[config.mk]
export PLATFORM = sky130hd
export DESIGN_NAME = set_ctrl_guarded
export DESIGN_NICKNAME = d
export VERILOG_FILES = /design/src/rtl/set_ctrl_guarded_pkg.sv /design/src/rtl/set_ctrl_guarded_wr_strobe.sv /design/src/rtl/set_ctrl_guarded.sv
export SDC_FILE = /design/constraint.sdc
export NUM_CORES = 1
export LEC_CHECK = 0
export CAP_MARGIN = 40
export CORE_MARGIN = 2
export CORE_UTILIZATION = 40
export DETAILED_ROUTE_END_ITERATION = 8
export GPL_TIMING_DRIVEN = 0
export HOLD_SLACK_MARGIN = 0.1
export PLACE_DENSITY = 0.61
export SYNTH_ARGS = -nofsm -noshare
export SYNTH_HDL_FRONTEND = slang
export SYNTH_SLANG_ARGS = --single-unit
[constraint.sdc]
create_clock -name CLK -period 2.2 [get_ports CLK]
set_clock_uncertainty 0.2 [all_clocks]
set_input_delay 0.33 -clock CLK [delete_from_list [all_inputs] [get_ports CLK]]
set_output_delay 0.33 -clock CLK [all_outputs]
set_load 0.02 [all_outputs]
[src/rtl/set_ctrl_guarded_pkg.sv]
// Shared types and defaults for the guarded slow-device settings register.
// Flag bit positions match the order of the flags field on the address bus.
package set_pkg;

    typedef enum logic [1:0] {
        ST_LOCKED    = 2'd0,
        ST_ARMED     = 2'd1,
        ST_PENDING   = 2'd2,
        ST_PROBATION = 2'd3
    } state_t;

    localparam logic [7:0] DEF_KEY         = 8'hA5;
    localparam logic [6:0] DEF_RST_FLAGS   = 7'h7B;
    localparam logic [3:0] DEF_RST_TIMEOUT = 4'h3;

    localparam int FLG_IACK     = 6;
    localparam int FLG_VIA      = 5;
    localparam int FLG_IWM      = 4;
    localparam int FLG_SCC      = 3;
    localparam int FLG_SCSI     = 2;
    localparam int FLG_SND      = 1;
    localparam int FLG_CLKGATE  = 0;

    // Counter width that stays at least one bit even for a zero count.
    function automatic int cnt_width(input int max_count);
        return (max_count > 0) ? $clog2(max_count + 1) : 1;
    endfunction

endpackage

[src/rtl/set_ctrl_guarded_wr_strobe.sv]
// Turns a (possibly long) settings-write bus cycle into a single one-CLK wr pulse,
// and holds the address captured while the request was active.
module set_wr_strobe #(
    parameter int AW = 11
) (
    input  logic          CLK,
    input  logic          nPOR,
    input  logic          BACT,
    input  logic          SetCSWR,
    input  logic [AW-1:0] A,
    output logic          wr,
    output logic [AW-1:0] a_r
);

    logic req;
    logic req_r;
    logic req_q;

    assign req = BACT && SetCSWR;

    always_ff @(posedge CLK or negedge nPOR) begin
        if (!nPOR) begin
            req_r <= 1'b0;
            req_q <= 1'b0;
            a_r   <= '0;
        end else begin
            req_r <= req;
            req_q <= req_r;
            if (req) begin
                a_r <= A;
            end
        end
    end

    // Rising edge of the registered request; a_r is stable by the time this fires.
    assign wr = req_r && !req_q;

endmodule

[src/rtl/set_ctrl_guarded.sv]
// Guarded settings register: key arms a write window, data is applied at bus idle,
// and applied values must be confirmed by a second key write before enough Ticks elapse.
module set_ctrl_guarded
    import set_pkg::*;
#(
    parameter int                 NCH           = 7,
    parameter int                 TW            = 4,
    parameter logic [NCH-1:0]     RST_FLAGS     = DEF_RST_FLAGS,
    parameter logic [TW-1:0]      RST_TIMEOUT   = DEF_RST_TIMEOUT,
    parameter int                 KEYW          = 8,
    parameter logic [KEYW-1:0]    KEY           = DEF_KEY,
    parameter int                 ARM_WIN       = 32,
    parameter int                 CONFIRM_TICKS = 16
) (
    input  logic                  CLK,
    input  logic                  nPOR,
    input  logic                  BACT,
    input  logic                  SetCSWR,
    input  logic [NCH+TW-1:0]     A,
    input  logic                  Tick,
    output logic [NCH-1:0]        SlowFlags,
    output logic [TW-1:0]         SlowTimeout,
    output logic                  Armed,
    output logic                  Probation,
    output state_t                state
);

    localparam int AW = NCH + TW;
    localparam int WW = cnt_width(ARM_WIN);
    localparam int CW = cnt_width(CONFIRM_TICKS);

    localparam logic [WW-1:0] WIN_INIT  = WW'(ARM_WIN);
    localparam logic [WW-1:0] WIN_ONE   = WW'(1);
    localparam logic [CW-1:0] CONF_INIT = CW'(CONFIRM_TICKS);
    localparam logic [CW-1:0] CONF_ONE  = CW'(1);

    generate
        if (KEYW > AW) begin : g_bad_keyw
            $error("set_ctrl_guarded: KEYW exceeds address field width");
        end
    endgenerate

    logic            wr;
    logic [AW-1:0]   a_r;
    logic            key_hit;

    logic [AW-1:0]   staged;
    logic [NCH-1:0]  com_flags;
    logic [TW-1:0]   com_timeout;
    logic [WW-1:0]   win;
    logic [CW-1:0]   conf;

    set_wr_strobe #(
        .AW (AW)
    ) u_strobe (
        .CLK     (CLK),
        .nPOR    (nPOR),
        .BACT    (BACT),
        .SetCSWR (SetCSWR),
        .A       (A),
        .wr      (wr),
        .a_r     (a_r)
    );

    assign key_hit = (a_r[KEYW-1:0] == KEY);

    always_ff @(posedge CLK or negedge nPOR) begin
        if (!nPOR) begin
            state       <= ST_LOCKED;
            staged      <= '0;
            win         <= '0;
            conf        <= '0;
            SlowFlags   <= RST_FLAGS;
            SlowTimeout <= RST_TIMEOUT;
            com_flags   <= RST_FLAGS;
            com_timeout <= RST_TIMEOUT;
            Armed       <= 1'b0;
            Probation   <= 1'b0;
        end else begin
            case (state)
                ST_LOCKED: begin
                    if (wr && key_hit) begin
                        state <= ST_ARMED;
                        win   <= WIN_INIT;
                        Armed <= 1'b1;
                    end
                end

                // A write on the final window cycle is still accepted.
                ST_ARMED: begin
                    if (wr) begin
                        staged <= a_r;
                        state  <= ST_PENDING;
                        win    <= '0;
                        Armed  <= 1'b0;
                    end else if (win == WIN_ONE) begin
                        state  <= ST_LOCKED;
                        win    <= '0;
                        Armed  <= 1'b0;
                    end else if (win != '0) begin
                        win    <= win - 1'b1;
                    end
                end

                ST_PENDING: begin
                    if (!BACT) begin
                        SlowFlags   <= staged[NCH-1:0];
                        SlowTimeout <= staged[AW-1:NCH];
                        if (CONFIRM_TICKS == 0) begin
                            com_flags   <= staged[NCH-1:0];
                            com_timeout <= staged[AW-1:NCH];
                            state       <= ST_LOCKED;
                        end else begin
                            conf      <= CONF_INIT;
                            state     <= ST_PROBATION;
                            Probation <= 1'b1;
                        end
                    end
                end

                // Confirmation is checked before the Tick so a coincident key write wins.
                ST_PROBATION: begin
                    if (wr && key_hit) begin
                        com_flags   <= SlowFlags;
                        com_timeout <= SlowTimeout;
                        conf        <= '0;
                        state       <= ST_LOCKED;
                        Probation   <= 1'b0;
                    end else if (Tick) begin
                        if (conf == CONF_ONE) begin
                            SlowFlags   <= com_flags;
                            SlowTimeout <= com_timeout;
                            conf        <= '0;
                            state       <= ST_LOCKED;
                            Probation   <= 1'b0;
                        end else if (conf != '0) begin
                            conf <= conf - 1'b1;
                        end
                    end
                end

                default: begin
                    state     <= ST_LOCKED;
                    Armed     <= 1'b0;
                    Probation <= 1'b0;
                end
            endcase
        end
    end

endmodule
# Yosys cells after proc, flatten, opt, wreduce, memory -nomap -nowiden
# Index checks and enable logic that the tools add are counted.
[totals]
regBits = 61
out_inout_bits = 15
wordCells = 86
[classes]
n_addsub = 2
eq_ne = 16
muxes = 38
n_reduce_logical = 17
[ops]
columns = ["op", "n"]
rows = [
  ["two-way mux 7 bit", 4],
  ["two-way mux 5 bit", 5],
  ["two-way mux 6 bit", 4],
  ["two-way mux 4 bit", 4],
  ["two-way mux 2 bit", 7],
  ["one-hot mux 7 bit (2 select lines)", 1],
  ["one-hot mux 6 bit (2 select lines)", 1],
  ["!= test 2 bit (second input constant)", 5],
  ["one-hot mux 5 bit (2 select lines)", 1],
  ["AND reduction 5 bit", 2],
  ["!= test 3 bit (second input constant)", 3],
  ["equality test 8 bit (second input constant)", 1],
  ["!= test 4 bit (second input constant)", 2],
  ["one-hot mux 2 bit (4 select lines)", 1],
  ["one-hot mux 4 bit (2 select lines)", 1],
  ["AND reduction 4 bit", 2],
  ["two-way mux 1 bit", 7],
  ["equality test 6 x 1 -> 1 bit (second input constant)", 1],
  ["AND reduction 3 bit", 2],
  ["nonzero test 6 bit", 1],
  ["subtractor 6 x 1 -> 6 bit (second input constant)", 1],
  ["equality test 5 x 1 -> 1 bit (second input constant)", 1],
  ["nonzero test 5 bit", 1],
  ["subtractor 5 x 1 -> 5 bit (second input constant)", 1],
  ["other kinds (8)", 14],
]

# Longest topological paths before layout
# Gate-level depths: netlist of run 1.
[depth]
word_depth = 6
depth_mapped = 6

# By module
# A second synthesis of run 1 with hierarchy kept.
[unflattened]
hier_cells = 253
area_unflattened_um2 = 3015.4
[by_module_without_submodules]
columns = ["mod", "instances", "cells_per_inst", "area_each_um2"]
rows = [
  ["set_ctrl_guarded", 1, 225, 2504.9],
  ["set_wr_strobe", 1, 28, 510.5],
]

# Least setup slack after synthesis of run 1
# OpenSTA, ideal clock, no wires.
[synth_path]
path_type = "reg2reg"
from = "reg conf[1]"
to = "reg conf[1]"
setup_time_ns = 0.125
t_arrival_ns = 1.693
required_time_ns = 1.875
setup_slack_ns = 0.182
stages_incl_launch_ff = 7
n_path_buf = 0
synth_period_minus_slack_ns = 2.018
cell_sequence = "dfrtp_1 > inv_1 > ha_1 > nor4_2 > a21oi_1 > a211oi_2 > mux2_2"
[synth_between]
elab_chain_len = 6
[synth_rtl]
columns = ["item", "line_no", "rtl"]
rows = [
  ["start: declaration", "set_ctrl_guarded.sv:51", "logic [CW-1:0] conf;"],
  ["start signal: assignment", "set_ctrl_guarded.sv:137", "conf <= conf - 1'b1;"],
  ["subtractor 5 x 1 -> 5 bit", "set_ctrl_guarded.sv:137", ""],
  ["two-way mux 5 bit", "set_ctrl_guarded.sv:136", "end else if (conf != '0) begin"],
  ["two-way mux 5 bit", "set_ctrl_guarded.sv:130", "if (conf == CONF_ONE) begin"],
  ["two-way mux 5 bit", "set_ctrl_guarded.sv:129", "end else if (Tick) begin"],
  ["two-way mux 5 bit", "set_ctrl_guarded.sv:123", "if (wr && key_hit) begin"],
  ["one-hot mux 5 bit (2 select lines)", "set_ctrl_guarded.sv:80", "case (state)"],
]
# Parallel ways exist; a longest one is shown, timed or not. The select of a mux whose other input is x is not followed.
# A chain may end at the register's enable or synchronous reset.

# Worst setup path after layout of run 1
[layout_path]
from = "reg u_strobe.a_r[4]"
to = "reg conf[2]"
[layout_between]
elab_chain_len = 4
[layout_rtl]
columns = ["item", "line_no", "rtl"]
rows = [
  ["start: declaration", "set_ctrl_guarded_wr_strobe.sv:12", "output logic [AW-1:0] a_r"],
  ["start signal: assignment", "set_ctrl_guarded_wr_strobe.sv:25", "a_r <= '0;"],
  ["start signal: assignment", "set_ctrl_guarded_wr_strobe.sv:30", "a_r <= A;"],
  ["equality test 8 bit (*)", "set_ctrl_guarded.sv:65", "assign key_hit = (a_r[KEYW-1:0] == KEY);"],
  ["logical AND 1 bit (*)", "set_ctrl_guarded.sv:123", ""],
  ["!= test 4 bit (no source line) (tied with other cells)", "--", ""],
  ["AND reduction 4 bit (no source line) or one-hot mux 5 bit (2 select lines) (tied branches)", "--", ""],
]
# Every way passes the cells marked *; elsewhere a longest branch is shown, timed or not.

==> Implementation_results.wiki, run 1 <==
{| class="wikitable"
! Metric !! Value
|-
| Result of the run || finished, final reports clean
|-
| Gate count of the mapped netlist || 224
|-
| Period Utilization, post-route || 95.75%
|-
| Count of nets after finishing || 289
|-
| Detailed router's first-iteration violation count || 91
|-
| Most common flop cell mapped by yosys || sky130_fd_sc_hd__dfrtp_1
|-
| Width of the die || 90.18 um
|-
| Global route total overflow || 0
|-
| Max cap viols || 0
|-
| CTS sink cnt || 61
|-
| IO Count || 31
|-
| Net Count, Synth || 245
|-
| Area taken by multi-input logic gates || 0.001351 mm^2
|-
| Number of failing setup endpoints in the final timing report || 0
|-
| Part of the Yosys area used for sequential elements || 52.06%
|-
| Pin count of the biggest net entering global routing || 39
|-
| Clock input transition at the sequential cells of the worst setup and hold paths || 0.07 ns
|-
| DP HPWL || 3894 um
|-
| FMAX || 0.4747 GHz
|-
| Most frequent cells after synthesis || sky130_fd_sc_hd__mux2_2 (47), sky130_fd_sc_hd__dfrtp_1 (45), sky130_fd_sc_hd__dfstp_2 (16), sky130_fd_sc_hd__mux2_4 (10), sky130_fd_sc_hd__inv_1 (9)
|-
| Async S/R FF share, synth || 100.0%
|-
| Power share of the sequential group || 37.3%
|-
| Critical path required time || 2.21 ns
|-
| Fraction of post-synthesis cell area in the top cell type by area || 37.91%
|-
| Min Clock Period, post-route || 2.106 ns
|-
| Area used by sequential logic in the layout || 0.001546 mm^2
|-
| Max H-tree Level || 3
|-
| Area inside the core boundary || 0.007214 mm^2
|-
| Combinational power share || 39.0%
|-
| Clock group share of total power || 23.8%
|-
| Maximum fanout count along the critical path || 9
|-
| Die footprint || 0.008132 mm^2
|-
| Fraction of final layout cells with drive strength greater than 1 || 39.93%
|-
| YS warnings || 0
|-
| Lkg Pwr || 1.596 nW
|-
| Crit path arrival time || 2.12 ns
|-
| # fillers || 658
|-
| Final cell count without fillers || 372
|-
| Num CTS Buffers || 9
|-
| Worst-case vdd ir drop || 0.5720 mV
|-
| Remaining antenna violation count after routing || 0
|-
| Diode insertion count for antenna repair || 0
|-
| First-pass GRT wire length || 9356 um
|-
| Number of antenna violations at the first check in global routing || 0
|-
| Clock root buffer master || sky130_fd_sc_hd__clkbuf_8
|-
| Overall fraction of global-route tracks in use || 14.51%
|-
| Routability-driven placement congestion ratio || 0.7791
|-
| Actual slew at the worst max-slew pin || 0.6113 ns
|-
| CTS tree || done
|-
| Vias in the first global route || 1924
|-
| Max Slew Vio Count || 0
|-
| Net Switching || 0.001538 W
|-
| Yosys top cell by area || sky130_fd_sc_hd__dfrtp_1
|-
| Max-slew headroom || 59.25%
|-
| Buffers on Ports || 30
|-
| Drt total wl || 5634 um
|-
| Average detailed-routed wire length per instance || 15.15 um
|-
| Area growth, synth to finish || 23.59%
|-
| Mapped Avg Cell Area || 13.26 um^2
|-
| Post-route setup slack || 0.09359 ns
|-
| Setup repair after global routing missed its margin || no
|-
| Type of element capturing the critical path || register
|-
| Worst slack, placed || -0.05768 ns
|-
| Hold WC Path Type || register to register
|-
| Unique cell type count in the Yosys netlist || 43
|-
| Post-route setup TNS || 0 ns
|-
| Overall via count from detail_route || 1880
|-
| Largest cells by area after synthesis || sky130_fd_sc_hd__dfrtp_1 (38%), sky130_fd_sc_hd__mux2_2 (18%), sky130_fd_sc_hd__dfstp_2 (14%)
|-
| Switching part of the total power || 32.73%
|-
| Worst skew pair latency || 0.32 ns
|-
| Design internal power || 0.003162 W
|-
| # rows || 31
|-
| Post-synthesis instance area || 0.002970 mm^2
|-
| Placed Instance Area || 0.003410 mm^2
|-
| Number of synthesized flops with an enable pin || 0
|-
| Number of register bits inferred by synthesis || 61
|-
| Max clock buf depth || 2
|-
| Drt drc || 0
|-
| Non-Filler Cell Area, Final || 0.003671 mm^2
|-
| Drt pass-1 iters || 4
|-
| Drt via density || 5.054
|-
| Total count of hold-check failures in the final report || 0
|-
| Cell with the most instances after synthesis || sky130_fd_sc_hd__mux2_2
|-
| Crit path launch type || register
|-
| Total instance count after detailed placement || 354
|-
| Worst hold-check slack || 0.2208 ns
|-
| Vert. Die Dim || 90.18 um
|-
| Power density relative to cell area || 1280 mW/mm^2
|-
| Worst setup path category || register to register
|-
| Starting utilization of the core area || 41.17%
|}
==> cells by family after synthesis <==
| family | after synthesis | share of synthesized area [%] |
|---|---|---|
| fa+ha+maj | 5 | 2.106 |
| simple gates | 49 | 10.49 |
| mux | 59 | 23.63 |
| buf+inv | 18 | 2.991 |
| flops | 61 | 52.06 |
| compound gates | 31 | 8.425 |
| xor+xnor | 1 | 0.2949 |
==> metal layers <==
layer  up-vias  GRT usage (%)  wire, um
met2        40          22.24      2535
met4         0          6.154        71
li1        902              -         -
met3         7          2.682       173
met1       931          20.24      2853
met5         -              0         0
==> critical path, cell delays in order (launching register included) <==
cell and delay, ns:
sky130_fd_sc_hd__dfrtp_1 0.38, sky130_fd_sc_hd__nand4bb_2 0.34, sky130_fd_sc_hd__nor3_4 0.40, sky130_fd_sc_hd__a211oi_2 0.17
sky130_fd_sc_hd__buf_4 0.18, sky130_fd_sc_hd__a221o_1 0.33
==> timing repair <==
item | in CTS | in global routing
resized for setup | 0 | 4
hold endpoints to repair | 19 | 0
endpoints found under the setup margin | 1 | 8
hold buffers | 1 | 0
pin swaps | 1 | 0
setup buffers | 1 | 0
==> layout make-up <==
| cell class | count | area share [%] |
|---|---|---|
| Buffer | 9 | 1.568 |
| Clock buffer | 12 | 4.226 |
| Tap cell | 99 | 3.374 |
| Timing Repair Buffer | 33 | 9.066 |
| Inverter | 9 | 0.9202 |
| Clock inverter | 4 | 1.909 |
| Sequential cell | 61 | 42.13 |
| Multi-Input combinational cell | 145 | 36.81 |
==> placed cells by master, fill, tap and decap left out, types with 3 or more instances in the layout <==
cell type                         instances
sky130_fd_sc_hd__nor2_1                   6
sky130_fd_sc_hd__o21ai_0                  8
sky130_fd_sc_hd__clkbuf_1                 3
sky130_fd_sc_hd__inv_1                    9
sky130_fd_sc_hd__a21oi_1                  4
sky130_fd_sc_hd__ha_1                     4
sky130_fd_sc_hd__mux2_4                  10
sky130_fd_sc_hd__nor3_1                   6
sky130_fd_sc_hd__nand2_1                  8
sky130_fd_sc_hd__o2bb2ai_1                3
sky130_fd_sc_hd__nand3_1                  4
sky130_fd_sc_hd__dfrtp_1                 45
sky130_fd_sc_hd__buf_2                    5
sky130_fd_sc_hd__clkbuf_8                11
sky130_fd_sc_hd__clkdlybuf4s50_1         29
sky130_fd_sc_hd__dfstp_2                 16
sky130_fd_sc_hd__or3_1                    4
sky130_fd_sc_hd__mux2_2                  47
sky130_fd_sc_hd__nand2b_1                 3
==> through the flow <==
stage | total power (W) | utilization (%)
after floorplan | 0.003022 | -
after global placement | 0.003530 | 47.05
after detailed placement | 0.003568 | 47.26
after CTS | 0.004724 | 50.62
after global routing | 0.005011 | 50.88
final | 0.004700 | 50.88
==> sequential cells by signal, summed over array words and instances (netlist names), named ones only <==
name / count
staged: 11
u_strobe.a_r: 11
SlowFlags: 7
com_flags: 7
win: 6
conf: 5
SlowTimeout: 4
com_timeout: 4
Armed: 1
Probation: 1
state: 1
u_strobe.req_q: 1
u_strobe.req_r: 1
==> final timing paths <==
check,end,from,slack (ns),cells after the start
hold reg to reg,u_strobe.req_q,u_strobe.req_r,0.22,0
setup / recovery,conf[2],u_strobe.a_r[4],0.09,5
hold / removal,u_strobe.req_q,u_strobe.req_r,0.22,0
setup reg to reg,conf[2],u_strobe.a_r[4],0.09,5
max in group asynchronous,SlowFlags[5],nPOR,0.80,3
min in group asynchronous,conf[3],nPOR,0.33,2
==> power groups by stage <==
| stage | combinational, W | clock [W] | sequential (W) |
|---|---|---|---|
| 2_1_floorplan | 0.00119 | 0 | 0.00183 |
| 3_3_place_gp | 0.00177 | 0 | 0.00176 |
| 3_5_place_dp | 0.00181 | 0 | 0.00176 |
| 4_1_cts | 0.00183 | 0.00115 | 0.00174 |
| 5_1_grt | 0.00200 | 0.00121 | 0.00180 |
| 6_report | 0.00183 | 0.00112 | 0.00175 |
(Power assumes the default switching activity.)
==> inputs of run 2 (changes only) <==
--- a/config.mk
+++ b/config.mk
@@ -11,7 +11,7 @@
 export DETAILED_ROUTE_END_ITERATION = 8
 export GPL_TIMING_DRIVEN = 0
 export HOLD_SLACK_MARGIN = 0.1
-export PLACE_DENSITY = 0.61
+export PLACE_DENSITY = 0.59
 export SYNTH_ARGS = -nofsm -noshare
 export SYNTH_HDL_FRONTEND = slang
 export SYNTH_SLANG_ARGS = --single-unit
==> constraint.sdc (replaced) <==
create_clock -name CLK -period 2.5 [get_ports CLK]
set_clock_uncertainty 0.2 [all_clocks]
set_input_delay 0.375 -clock CLK [delete_from_list [all_inputs] [get_ports CLK]]
set_output_delay 0.375 -clock CLK [all_outputs]
set_load 0.02 [all_outputs]
==> run 2 against run 1 <==
Net effect: sequential share of layout area rose by 0.44 points; count of clock-buffer cells in the layout fell by 2; via count rose by 0.64%; cell area fell by 1.0%; critical endpoint is now conf[1]; largest cell class unchanged; critical path depth rose by 1; non-clock buffer count fell by 1; global-route usage rose by 0.51 points; cell count fell by 0.27%; utilization fell by 0.52 points; first-iteration DRC count fell by 45%; die area did not move; maximum frequency fell by 5.3%.
==> Implementation_results.wiki, run 2 (synthesis gave the netlist of run 1 again) <==
{| class="wikitable"
! Metric !! Value
|-
| Setup repair after global routing missed its margin || no
|-
| First-pass GRT wire length || 9515 um
|-
| Fraction of final layout cells with drive strength greater than 1 || 38.97%
|-
| Num CTS Buffers || 9
|-
| Global route total overflow || 0
|-
| Critical path required time || 2.52 ns
|-
| Average detailed-routed wire length per instance || 15.16 um
|-
| Pin count of the biggest net entering global routing || 38
|-
| Most common cell after layout, fill and taps aside || sky130_fd_sc_hd__mux2_2
|-
| Maximum fanout count along the critical path || 5
|-
| Max Slew Vio Count || 0
|-
| Number of antenna violations at the first check in global routing || 0
|-
| Clock input transition at the sequential cells of the worst setup and hold paths || 0.07 ns
|-
| Actual slew at the worst max-slew pin || 0.5919 ns
|-
| Remaining antenna violation count after routing || 0
|-
| Diode insertion count for antenna repair || 0
|-
| Max clock buf depth || 2
|-
| Total count of hold-check failures in the final report || 0
|-
| Vert. Die Dim || 90.18 um
|-
| Max H-tree Level || 3
|-
| Area inside the core boundary || 0.007214 mm^2
|-
| Max cap viols || 0
|-
| Clock root buffer master || sky130_fd_sc_hd__clkbuf_8
|-
| Setup repair bufs after CTS || 0
|-
| DP HPWL || 3837 um
|-
| Cell-by-cell trace of the critical path || inv_1 -> ha_1 -> nor4_2 -> a21oi_1 -> a211oi_2 -> mux2_2
|-
| Largest registers || staged (11), u_strobe.a_r (11)
|-
| FMAX || 0.4496 GHz
|-
| Placed Instance Area || 0.003410 mm^2
|-
| Hold WC Path Type || register to register
|-
| Routability-driven placement congestion ratio || 0.8032
|-
| Overall fraction of global-route tracks in use || 15.01%
|-
| Lkg Pwr || 1.579 nW
|-
| Worst-case vdd ir drop || 0.4715 mV
|-
| Overall via count from detail_route || 1892
|-
| Die footprint || 0.008132 mm^2
|-
| Min Clock Period, post-route || 2.224 ns
|-
| # rows || 31
|-
| # fillers || 655
|-
| Vias in the first global route || 1926
|-
| Buffers on Ports || 30
|-
| Non-Filler Cell Area, Final || 0.003633 mm^2
|-
| CTS tree || done
|-
| Worst skew pair latency || 0.34 ns
|-
| Period Utilization, post-route || 88.97%
|-
| Crit path arrival time || 2.25 ns
|-
| Delay of the slowest cell on the worst path || 0.38 ns
|-
| CP max stage cell || sky130_fd_sc_hd__nor4_2
|-
| Drt total wl || 5624 um
|-
| IO Count || 31
|-
| Area growth, synth to finish || 22.33%
|-
| CTS sink cnt || 61
|-
| Detailed router's first-iteration violation count || 50
|-
| Worst hold-check slack || 0.2107 ns
|-
| Width of the die || 90.18 um
|-
| Number of failing setup endpoints in the final timing report || 0
|-
| Commonest cells after routing, fill and taps aside || sky130_fd_sc_hd__mux2_2 (47), sky130_fd_sc_hd__dfrtp_1 (45), sky130_fd_sc_hd__clkdlybuf4s50_1 (29), sky130_fd_sc_hd__dfstp_2 (16), sky130_fd_sc_hd__mux2_4 (10)
|-
| Starting utilization of the core area || 41.17%
|-
| Number of resized instances in the post-cts repair step || 0
|-
| Drt drc || 0
|-
| Drt pass-1 iters || 4
|-
| Result of the run || finished, final reports clean
|-
| Crit path launch type || register
|-
| Drt via density || 5.100
|-
| Max-slew headroom || 60.54%
|-
| Number of buffers inserted by hold repair at cts || 1
|-
| Worst setup path category || register to register
|-
| Type of element capturing the critical path || register
|-
| Power density relative to cell area || 1116 mW/mm^2
|-
| Count of nets after finishing || 288
|}
## run 2: cell count changes in the layout (fill, tap and decap cells not counted), sizes merged
cell / previous run / this run
clkbuf: 15 / 12
inv: 9 / 10
clkinvlp: 0 / 1
## run 2: worst paths after layout
check	startpoint	end	slack, ns	cells past startpoint
max in group asynchronous	nPOR	com_timeout[1]	1.06	3
min in group asynchronous	nPOR	conf[4]	0.37	2
worst min-delay path	u_strobe.req_r	u_strobe.req_q	0.21	0
worst max-delay path	conf[1]	conf[1]	0.28	6
worst max register to register	conf[1]	conf[1]	0.28	6
worst min register to register	u_strobe.req_r	u_strobe.req_q	0.21	0
## run 2: per-stage QoR
stage / TNS, ns / instances / total power (W) / setup slack (ns) / utilization [%]
after detailed placement: 0 / 354 / 0.003129 / 0.2237 / 47.26
after global placement: -60.52 / 353 / 0.003109 / -1.180 / 47.05
final: 0 / 371 / 0.004056 / 0.2758 / 50.36
after CTS: 0 / 371 / 0.004108 / 0.2899 / 50.36
after global routing: 0 / 371 / 0.004340 / 0.2067 / 50.36
after floorplan: 0 / 224 / 0.002660 / 0.4819 / -
## run 2: routing by layer
layer	up-vias	track usage [%]	routed length, um
li1	898	-	-
met1	952	19.53	2718
met2	35	23.06	2581
met3	7	6.035	248
met4	0	4.615	76
met5	-	0	0
## run 2: cell type report
cell class                      count  area [um^2]  area share, %
Buffer                              9        55.05          1.515
Clock buffer                       10        127.6          3.512
Clock inverter                      6        86.33          2.376
Inverter                            9        33.78         0.9298
Multi-Input combinational cell    145         1335          36.74
Sequential cell                    61         1546          42.56
Tap cell                           99        123.9          3.409
Timing Repair Buffer               32        325.3          8.953
## run 2: power breakdown
part / switching (W) / internal, W
logic: 0.000734 / 0.000838
registers: 0.000224 / 0.00131
clock network: 0.000389 / 0.000561
total: 0.00135 / 0.00271
## run 2: critical path, delay by kind of cell (launching register included)
kind,cells,cell delay (ns)
compound gates,2,0.46
simple gates,1,0.38
mux,1,0.38
flops,1,0.37
fa+ha+maj,1,0.24
buf+inv,1,0.08
==> patch 1: new RTL, settings of run 1 <==
Set the parameter `NCH` to 8 (it was 7).
--- a/src/rtl/set_ctrl_guarded.sv
+++ b/src/rtl/set_ctrl_guarded.sv
@@ -3,7 +3,7 @@
 module set_ctrl_guarded
     import set_pkg::*;
 #(
-    parameter int                 NCH           = 7,
+    parameter int                 NCH           = 8,
     parameter int                 TW            = 4,
     parameter logic [NCH-1:0]     RST_FLAGS     = DEF_RST_FLAGS,
     parameter logic [TW-1:0]      RST_TIMEOUT   = DEF_RST_TIMEOUT,
Ports: changed (resized A and SlowFlags); port bits go from 31 to 33. No check against the original RTL was run, so the function may have changed too.
==> patch 1 against run 1 <==
  * Total power fell by 3.2%
  * Cell area grew 1.9%
  * Wire length up 2.9%
  * Sequential cell count rose by 4
  * Critical path depth is the same
  * Highest routed layer unchanged
  * Worst setup slack improved by 16 ps
  * Core utilization fell by 2.0 points
  * First-iteration DRC count down 33%
  * Maximum frequency is 0.75% higher
  * Synthesized area grew 4.9%
  * Die area rose by 4.7%
==> patch 1: results (changes against run 1) <==
Power
  • Peak supply drop: 0.000533 V (-6.8%)
  • Clock distribution power: 0.000865 W (-23%)
  • Seq pwr: 0.00184 W (+5%)
  • PD cells: 1220 mW/mm^2 (-5.0%)

Logic synthesis
  • Sequential share of the synthesized area: 52.8% (+0.77 points)
  • Area contributors post-synth: dfrtp_1 (39%), mux2_2 (18%), dfstp_2 (13%)
  • Adder-cell area share of the yosys netlist: 2.01% (-0.099 points)
  • Syn nets: 260 (+6.1%)
  • Synth top cells by count: dfrtp_1 (49), mux2_2 (49), dfstp_2 (16), o21ai_0 (12)
  • XOR/XNOR Fraction of Synth Area: 0% (-0.29 points)
  • Synth Area in Compound Gates: 9.11% (+0.69 points)

Place
  • DP Worst Slack: -75.1 ps (-17.5 ps)
  • Post-detail-place hpwl: 4040 um (+3.6%)

Routing
  • DR WL/cell: 14.9 um (-1.6%)
  • DR vias/cell: 5.10 (+0.92%)
  • Initial DRC Count: 61 (-33%)

Finish
  • Clock buffers: 11 (-1)
  • Multi-input gates: 155 (+6.9%)
  • Multi-input logic area: 0.00136 mm^2 (+0.28%)
  • Fraction of layout cells with a size suffix above 1: 37.6% (-2.3 points)
  • Buffers, non-clock: 41 (-2.4%)
  • Top flop regs: staged x12, u_strobe.a_r x12
  • Final net count: 304 (+5.2%)
  • Clk tree area frac: 4.42% (-1.7 points)
  • Inverters excl. clock: 10 (+1)

Timing
  • Worst-margin pin slew: 819 ps (+208 ps)
  • Max Clk Rate: 478 MHz (+0.75%)

Global routing
  • Vias in the first global route: 2064 (+7.3%)
  • Largest net degree at the start of global routing: 66 (+69%)
  • First-pass GRT wire length: 10000 um (+7.2%)

Worst setup path
  • Worst path slowest cell: dfrtp_1
  • Worst R2R Setup Slack: 110 ps (+20 ps)
  • CP Max Fanout: 10 (+1)
  • Critical Path Source: u_strobe.a_r[6]
  • End of the critical path: SlowTimeout[3]

Clock network
  • Worst skew pair latency: 340 ps (+20 ps)
  • Sink Count: 65 (+6.6%)

Outcome
  • Status: completed
[patch 1: cell types whose count changed in the layout (fill, tap and decap cells not counted), sizes merged, moves of 3 or more]
cell   before  now
a22oi       0    3
nor3        8    5
a21oi       4    8
a211o       0    3
buf         9    6
dfrtp      45   49
o21ai       8   12
[patch 1: repair_timing]
item	4_1_cts	5_1_grt
gates resized for setup	0	1
hold buffers	1	0
setup endpoints to repair	0	14
buffers inserted	0	0
hold endpoints to repair	49	0
[patch 1: through the flow]
stage                     area, um^2  hold slack (ps)  utilization [%]  instances
after global placement          3560              189             46.6        372
after CTS                       3740              214             48.9        389
after detailed placement        3560              200             46.6        372
after global routing            3740              234             48.9        389
after floorplan                 3120             -166                -        238
final                           3740              211             48.9        389
[patch 1: metal layers]
metal  vias up  GRT usage (%)  wire (um)
met5         -              0          0
met4         0           4.23         58
met3         7           5.34        259
met2        37           23.0       2670
met1       985           20.9       2810
li1        955              -          -
==> patch 2: new RTL, flow settings as in run 1 <==
Without the edit above. Register the output `SlowFlags` once more, with the module's reset; this adds one clock of latency there. The other outputs are not delayed to match.
--- a/src/rtl/set_ctrl_guarded.sv
+++ b/src/rtl/set_ctrl_guarded.sv
@@ -33,6 +33,8 @@
     localparam logic [WW-1:0] WIN_ONE   = WW'(1);
     localparam logic [CW-1:0] CONF_INIT = CW'(CONFIRM_TICKS);
     localparam logic [CW-1:0] CONF_ONE  = CW'(1);
+
+    logic [NCH-1:0] SlowFlags_s0;
 
     generate
         if (KEYW > AW) begin : g_bad_keyw
@@ -70,7 +72,7 @@
             staged      <= '0;
             win         <= '0;
             conf        <= '0;
-            SlowFlags   <= RST_FLAGS;
+            SlowFlags_s0 <= RST_FLAGS;
             SlowTimeout <= RST_TIMEOUT;
             com_flags   <= RST_FLAGS;
             com_timeout <= RST_TIMEOUT;
@@ -104,7 +106,7 @@
 
                 ST_PENDING: begin
                     if (!BACT) begin
-                        SlowFlags   <= staged[NCH-1:0];
+                        SlowFlags_s0 <= staged[NCH-1:0];
                         SlowTimeout <= staged[AW-1:NCH];
                         if (CONFIRM_TICKS == 0) begin
                             com_flags   <= staged[NCH-1:0];
@@ -121,14 +123,14 @@
                 // Confirmation is checked before the Tick so a coincident key write wins.
                 ST_PROBATION: begin
                     if (wr && key_hit) begin
-                        com_flags   <= SlowFlags;
+                        com_flags   <= SlowFlags_s0;
                         com_timeout <= SlowTimeout;
                         conf        <= '0;
                         state       <= ST_LOCKED;
                         Probation   <= 1'b0;
                     end else if (Tick) begin
                         if (conf == CONF_ONE) begin
-                            SlowFlags   <= com_flags;
+                            SlowFlags_s0 <= com_flags;
                             SlowTimeout <= com_timeout;
                             conf        <= '0;
                             state       <= ST_LOCKED;
@@ -148,4 +150,12 @@
         end
     end
 
+    always_ff @(posedge CLK or negedge nPOR) begin
+        if (!nPOR) begin
+            SlowFlags <= '0;
+        end else begin
+            SlowFlags <= SlowFlags_s0;
+        end
+    end
+
 endmodule
Check against the original RTL: not equivalent (a bounded check fails within 4 cycles, from zero or initial values).
==> patch 2 against run 1 <==
  * Wire length rose by 0.48%
  * Hold slack got worse by 21 ps
  * Final cell count rose by 7.8%
  * Cell area fell by 0.14%
  * Synthesized area rose by 1.3%
  * Sequential cell count rose by 7
  * Worst setup slack improved by 72 ps
  * Total power rose by 0.26%
  * Critical path depth fell by 4
==> patch 2: results (changes against run 1) <==
Outcome
  • Status: completed

Finish
  • Antenna cells: 0 (unchanged)
  • Final net count: 318 (+10%)
  • Fraction of layout cells with a size suffix above 1: 28.8% (-11 points)

Power
  • Logic power comb: 0.00165 W (-9.8%)
  • Peak supply drop: 0.000369 V (-35%)
  • Seq pwr: 0.00202 W (+15%)
  • Sw Pwr: 0.00165 W (+7.2%)
  • Clock distribution power: 0.00104 W (-7%)
  • Leakage power: 1.60 nW (about the same)

Worst setup path
  • Worst path arrival time: 1500 ps (-620 ps)
  • CP delay by family, top: buffers and inverters
  • Worst r2r src: conf[0]
  • R2r worst-path depth: 6 (+1)
  • CP Max Fanout: 3 (-6)
  • Worst stage delay on the critical path: 600 ps (+200 ps)
  • Worst R2R Setup Slack: 250 ps (+160 ps)
  • Critical R2R Capture: conf[3]
  • Worst path slowest cell: clkdlybuf4s50_1

Routing
  • DR WL/cell: 14.1 um (-6.8%)
  • DR vias: 1978 (+5.2%)
  • DR vias/cell: 4.93 (-2.4%)

Global routing
  • GRT Util Overall: 14.9% (+0.38 points)
  • Met3 usage: 2.50% (-0.18 points)
  • Vias in the first global route: 1926 (+0.10%)
  • M1 GR Usage: 20.4% (+0.15 points)
  • M2 GR Usage: 22.8% (+0.52 points)
  • Largest net degree at the start of global routing: 44 (+13%)
  • First-pass GRT wire length: 9590 um (+2.5%)

Clock network
  • Worst skew pair latency: 350 ps (+30 ps)

Timing
  • Relative slew slack: 63.9% (+4.6 points)
  • Min cycle time layout: 2030 ps (-72.0 ps)

Logic synthesis
  • Synth top cells by count: dfrtp_1 (52), nand2_1 (38), mux2_2 (33), nor2_1 (19), dfstp_2 (16)
  • Syn nets: 275 (+12%)
  • Sequential share of the synthesized area: 57.2% (+5.2 points)
  • Yosys cell types: 45 (+4.7%)
  • Area contributors post-synth: dfrtp_1 (43%), dfstp_2 (14%), mux2_2 (12%)
  • FFs w/ async S/R, synth: 100% (unchanged)
  • Cells after Synth: 254 (+13%)

Min path
  • End of the worst hold path: SlowFlags[3]
  • HP Start: SlowFlags_s0[3]

Place
  • DP Worst Slack: 24.0 ps (+81.7 ps)
  • Placed insts: 384 (+8.5%)
  • Post-detail-place hpwl: 3940 um (+1.2%)
## patch 2: layout make-up
| type | instances | area (um^2) | area share, % |
|---|---|---|---|
| Inverter | 8 | 30.0 | 0.819 |
| Clock inverter | 7 | 76.3 | 2.08 |
| Buffer | 10 | 73.8 | 2.01 |
| Sequential cell | 68 | 1720 | 47.0 |
| Tap cell | 99 | 124 | 3.38 |
| Multi-Input combinational cell | 168 | 1190 | 32.4 |
| Timing Repair Buffer | 32 | 328 | 8.94 |
| Clock buffer | 9 | 124 | 3.38 |
## patch 2: logic make-up (layout without fill, tap and decap cells)
logic type      Yosys count  in the layout  synth area share (%)
compound gates           39             39                  9.03
fa+ha+maj                 5              5                  2.08
buf+inv                  18             66                  3.45
flops                    68             68                  57.2
mux                      35             35                  13.0
simple gates             89             89                  15.2
## patch 2: metrics by stage
| stage | hold slack (ps) | utilization, % | area, um^2 |
|---|---|---|---|
| floorplan | -166 | - | 3010 |
| global placement | 180 | 47.3 | 3430 |
| detailed placement | 61.0 | 47.6 | 3450 |
| CTS | 199 | 50.5 | 3660 |
| global route | 213 | 50.5 | 3670 |
| finish | 200 | 50.5 | 3670 |
## patch 2: worst max-delay path by stage
stage                         from               end  cells past startpoint
finish              SlowTimeout[0]    SlowTimeout[0]                      1
detailed placement            BACT  u_strobe.a_r[10]                      4
CTS                 SlowTimeout[1]    SlowTimeout[1]                      1
global route               conf[1]           conf[3]                      7
floorplan                  conf[0]           conf[2]                      6
global placement              nPOR      SlowFlags[6]                      1
## patch 2: repair_timing
action	CTS	global route
buffers inserted	0	0
hold buffers	1	0
endpoints found under the setup margin	0	1
gates resized for setup	0	1
hold endpoints to repair	52	0
## patch 2: per-layer routing
metal,share of wire (%),routed length (um)
met1,49,2770
met2,46,2600
met3,3.1,173
met4,2.1,118
met5,0,0
